`src/rtl/uc.sv`:
```
// rtl/uc.sv - control unit: opcode decode, zero flag, RUN/HALT, illegal flag, retired count
// Controls are combinational from Opcode and state; all state updates on the rising edge.
module uc #(
   parameter int CNT_W = 16
) (
   input  logic             clk,
   input  logic             reset,
   input  logic [5:0]       Opcode,
   input  logic             z,
   output logic             s_inc,
   output logic             s_inm,
   output logic             we3,
   output logic             wez,
   output logic [2:0]       Op,
   output logic             zflag,
   output logic             halted,
   output logic             illegal,
   output logic [CNT_W-1:0] icount
);

   typedef enum logic {
      ST_RUN  = 1'b0,
      ST_HALT = 1'b1
   } state_t;

   state_t state, state_nxt;
   logic   is_halt;
   logic   is_rsv;

   always_comb begin
      s_inc     = 1'b1;
      s_inm     = 1'b0;
      we3       = 1'b0;
      wez       = 1'b0;
      Op        = 3'b000;
      is_halt   = 1'b0;
      is_rsv    = 1'b0;
      state_nxt = state;
      if (reset) begin
         // PC reset in the datapath dominates; keep everything quiet
         s_inc = 1'b1;
      end else if (state == ST_HALT) begin
         s_inc = 1'b0;
      end else if (!Opcode[5]) begin
         Op  = Opcode[4:2];
         we3 = 1'b1;
         wez = 1'b1;
      end else if (Opcode[4:2] == 3'b000) begin
         we3   = 1'b1;
         s_inm = 1'b1;
      end else begin
         case (Opcode)
            6'b101000: s_inc = 1'b0;
            6'b101001: s_inc = ~zflag;
            6'b101010: s_inc = zflag;
            6'b101111: begin
               s_inc     = 1'b0;
               is_halt   = 1'b1;
               state_nxt = ST_HALT;
            end
            default:   is_rsv = 1'b1;
         endcase
      end
   end

   always_ff @(posedge clk) begin
      if (reset) begin
         state   <= ST_RUN;
         zflag   <= 1'b0;
         illegal <= 1'b0;
         icount  <= '0;
      end else begin
         state <= state_nxt;
         if (wez)
            zflag <= z;
         if (is_rsv)
            illegal <= 1'b1;
         if (state == ST_RUN)
            icount <= icount + 1'b1;
      end
   end

   assign halted = (state == ST_HALT);

endmodule

```
`config.mk`:
```
export PLATFORM = sky130hd
export DESIGN_NAME = uc
export DESIGN_NICKNAME = d
export VERILOG_FILES = /design/src/rtl/uc.sv
export SDC_FILE = /design/constraint.sdc
export NUM_CORES = 1
export LEC_CHECK = 0
export BUFFER_PORTS_ARGS = -buffer_cell sky130_fd_sc_hd__buf_2
export CAP_MARGIN = 20
export CORE_ASPECT_RATIO = 1.4
export CORE_MARGIN = 4
export CORE_UTILIZATION = 40
export CTS_CLUSTER_DIAMETER = 200
export CTS_CLUSTER_SIZE = 16
export DETAILED_ROUTE_END_ITERATION = 8
export PLACE_DENSITY = 0.67
export RECOVER_POWER = 50
export SLEW_MARGIN = 5
export SYNTH_ARGS = -nofsm -noshare
export SYNTH_HDL_FRONTEND = slang
export SYNTH_SLANG_ARGS = --single-unit
```
`constraint.sdc`:
```
create_clock -name clk -period 2.3 [get_ports clk]
set_input_delay 0.115 -clock clk [delete_from_list [all_inputs] [get_ports clk]]
set_output_delay 0.115 -clock clk [all_outputs]
set_load 0.02 [all_outputs]
```
==> impl_metrics.yaml <==
sta:
  min_period_ns: 1.84
  post-route-period-util: 0.799
  worst_slew_pin_slew_ns: 0.483
  rsz0062_at_grt: "no"
  max_freq_ghz: 0.544
  hold_slack_ns: 0.0190
  skew_ns: 0.00492
  slew_viol_final: 0
  hold_viol_final: 0
  setup_viol: 0
  timing.slew.headroom: 0.676
  finalSetupTns_ns: 0
grt:
  antenna_found_initial: 0
  grt_pass1_vias: 865
  grt_usage: 0.141
  overflow: 0
  grt_pass1_wl_um: 3700
  grt_max_degree: 23
floorplan:
  core_um2: 2230
  core.rowCount: 20
  die_h_um: 65.6
  die_area_um2: 3230
  initial_core_util: 0.426
  ioPinCount: 35
  die_w_um: 49.2
route:
  drt-total-wl_um: 2120
  detail-route-antenna-nets: 0
  first_pass_iters: 4
  vias: 889
  wl_per_cell_um: 12.9
  viasPerCell: 5.42
  post-route-drc-count: 0
  drtIter0Drc: 7
clock_tree:
  postCtsResizedCells: 0
  cts_buffer_depth: 2
  htreeDepth: 1
  clock-root-buffer: "clkbuf_4"
  cts.reportedPaths.clkPinSlew_ns: 0.11
  clk_latency_ns: 0.29
  cts_hold_buf: 0
  cts_setup_buffers: 0
  cts_made_buffers: 3
  cts_tree: "done"
  clkSinkCount: 19
pwr:
  ir_drop_v: 0.000272
  leakage_nw: 0.461
  power.density_nw_per_um2: 521
yosys:
  async_reset_ff_frac: 0
  ys_types: 36
  ys_seq_area_frac: 0.401
  synth_top_area_cell: "dfxtp_1"
  synth_common_cells: "dfxtp_1 (19), nor2_1 (18), xor2_1 (7)"
  synthCells: 109
  synth.cell_area_um2: 948
  synth-main-ff-cell: "dfxtp_1"
  yosysMostFrequentCell: "dfxtp_1"
  yosys_register_bits: 19
  syn-num-nets: 119
  ys_top_cells_by_area: "dfxtp_1 (40%), nor2_1 (7.1%), xor2_1 (6.5%)"
  netlist.area_leader.share: 0.401
  yosysWarnings: 0
  synth_edf_count: 0
  synth_area_per_cell_um2: 8.70
worst_hold_path:
  hp-class: "input port to register"
outcome:
  status: "complete, no violations"
worst_setup_path:
  cp_max_fo: 8
  worstPathRequired_ns: 2.52
  crit_path_start_kind: "register"
  path_class: "register to register"
  slowest_stage: "dfxtp_1"
  worstPathArrival_ns: 2.06
  cpPeakStageDelay_ns: 0.51
  worstSetupEndpointType: "register"
  cp_cell_sequence: "nand3_1 > or3_4 > or4_1 > a21oi_1"
run:
  maxCapViolCount: 0
cells_and_area:
  nets: 153
  drive_gt1_frac: 0.197
  insertedDiodeCount: 0
  area_delta_synth_final_pct: 18.2
  layoutNonFillerInstCount: 164
placed_design:
  hpwl_um: 1630
  gp_congestion: 0.835
  numPlacedInstances: 160
  io_buffer_count: 34
-- state kept, by name, indices dropped and copies added (netlist names) --
| signal | cells |
|---|---|
| halted | 1 |
| icount | 16 |
| illegal | 1 |
| zflag | 1 |
-- cell type report --
cell class              instances  area (um^2)
inverters                       2         7.51
clock buffers                   3         22.5
fillers                       244         1110
well taps                      22         27.5
flip-flops and latches         19          380
repair buffers                 34          149
clock inverters                 1         5.00
multi-input cells              83          529
-- per-layer routing --
layer / track usage / vias up / routed length [um]
met5: 0 / - / 0
met4: 0.0427 / 0 / 16
met3: 0.0295 / 2 / 166
met2: 0.262 / 31 / 1060
met1: 0.159 / 411 / 879
li1: - / 445 / -
-- path summary, 6_finish.rpt --
path,from,to,slack [ns],cells past startpoint
setup / recovery,icount[4]$_SDFFE_PP0N_,icount[15]$_SDFFE_PP0N_,0.46,4
hold / removal,z,zflag$_SDFFE_PP0P_,0.02,3
setup reg to reg,icount[4]$_SDFFE_PP0N_,icount[15]$_SDFFE_PP0N_,0.46,4
hold reg to reg,illegal$_SDFFE_PP0P_,illegal$_SDFFE_PP0P_,0.48,2
-- report_power, final --
group | internal (mW) | switching [mW] | leakage, nW
combinational | 0.0268 | 0.0445 | 0.289
clock | 0.0646 | 0.100 | 0.0177
sequential | 0.337 | 0.0103 | 0.154
total | 0.429 | 0.155 | 0.461
-- layout by cell type, fill, tap and decap left out, drive strengths merged --
master	n
nor2	18
and2	3
buf	17
a21oi	4
and2b	1
o31ai	2
xnor2	6
mux2i	1
mux2	1
nor3	2
dfxtp	19
or2	1
nand3	6
a41oi	1
o21ai	3
o22ai	1
xor2	7
clkbuf	20
and4b	1
nor4	2
nand3b	1
a21boi	1
nand2b	1
inv	2
or3	3
or4	2
and3	2
nand2	6
clkinv	1
ha	1
nand4	4
nand4b	1
and4	1
-- critical path: cells and delay by family (launching register included) --
family / cells / cell delay [ns]
flip-flops: 1 / 0.51
AO/OA/AOI/OAI: 1 / 0.15
AND/OR/NAND/NOR: 3 / 1.12
-- metrics by stage --
stage / cell area (um^2) / utilization / setup WS (ns) / total power [mW]
finish: 1120 / 0.503 / 0.462 / 0.584
global route: 1120 / 0.503 / 0.361 / 0.609
CTS: 1140 / 0.513 / 0.472 / 0.594
detailed placement: 1110 / 0.501 / 0.503 / 0.430
global placement: 1110 / 0.501 / 0.590 / 0.428
floorplan: 948 / - / 0.490 / 0.399
-- kinds of logic (layout without fill, tap and decap cells) --
family                   after synthesis  in the layout  share of synthesized area
XOR/XNOR                              13             13                      0.120
AND/OR/NAND/NOR                       55             55                      0.326
multiplexers                           2              2                     0.0224
adder cells (fa/ha/maj)                1              1                     0.0132
flip-flops                            19             19                      0.401
AO/OA/AOI/OAI                         12             12                     0.0765
buffers and inverters                  7             40                     0.0409
(Power assumes the default switching activity.)
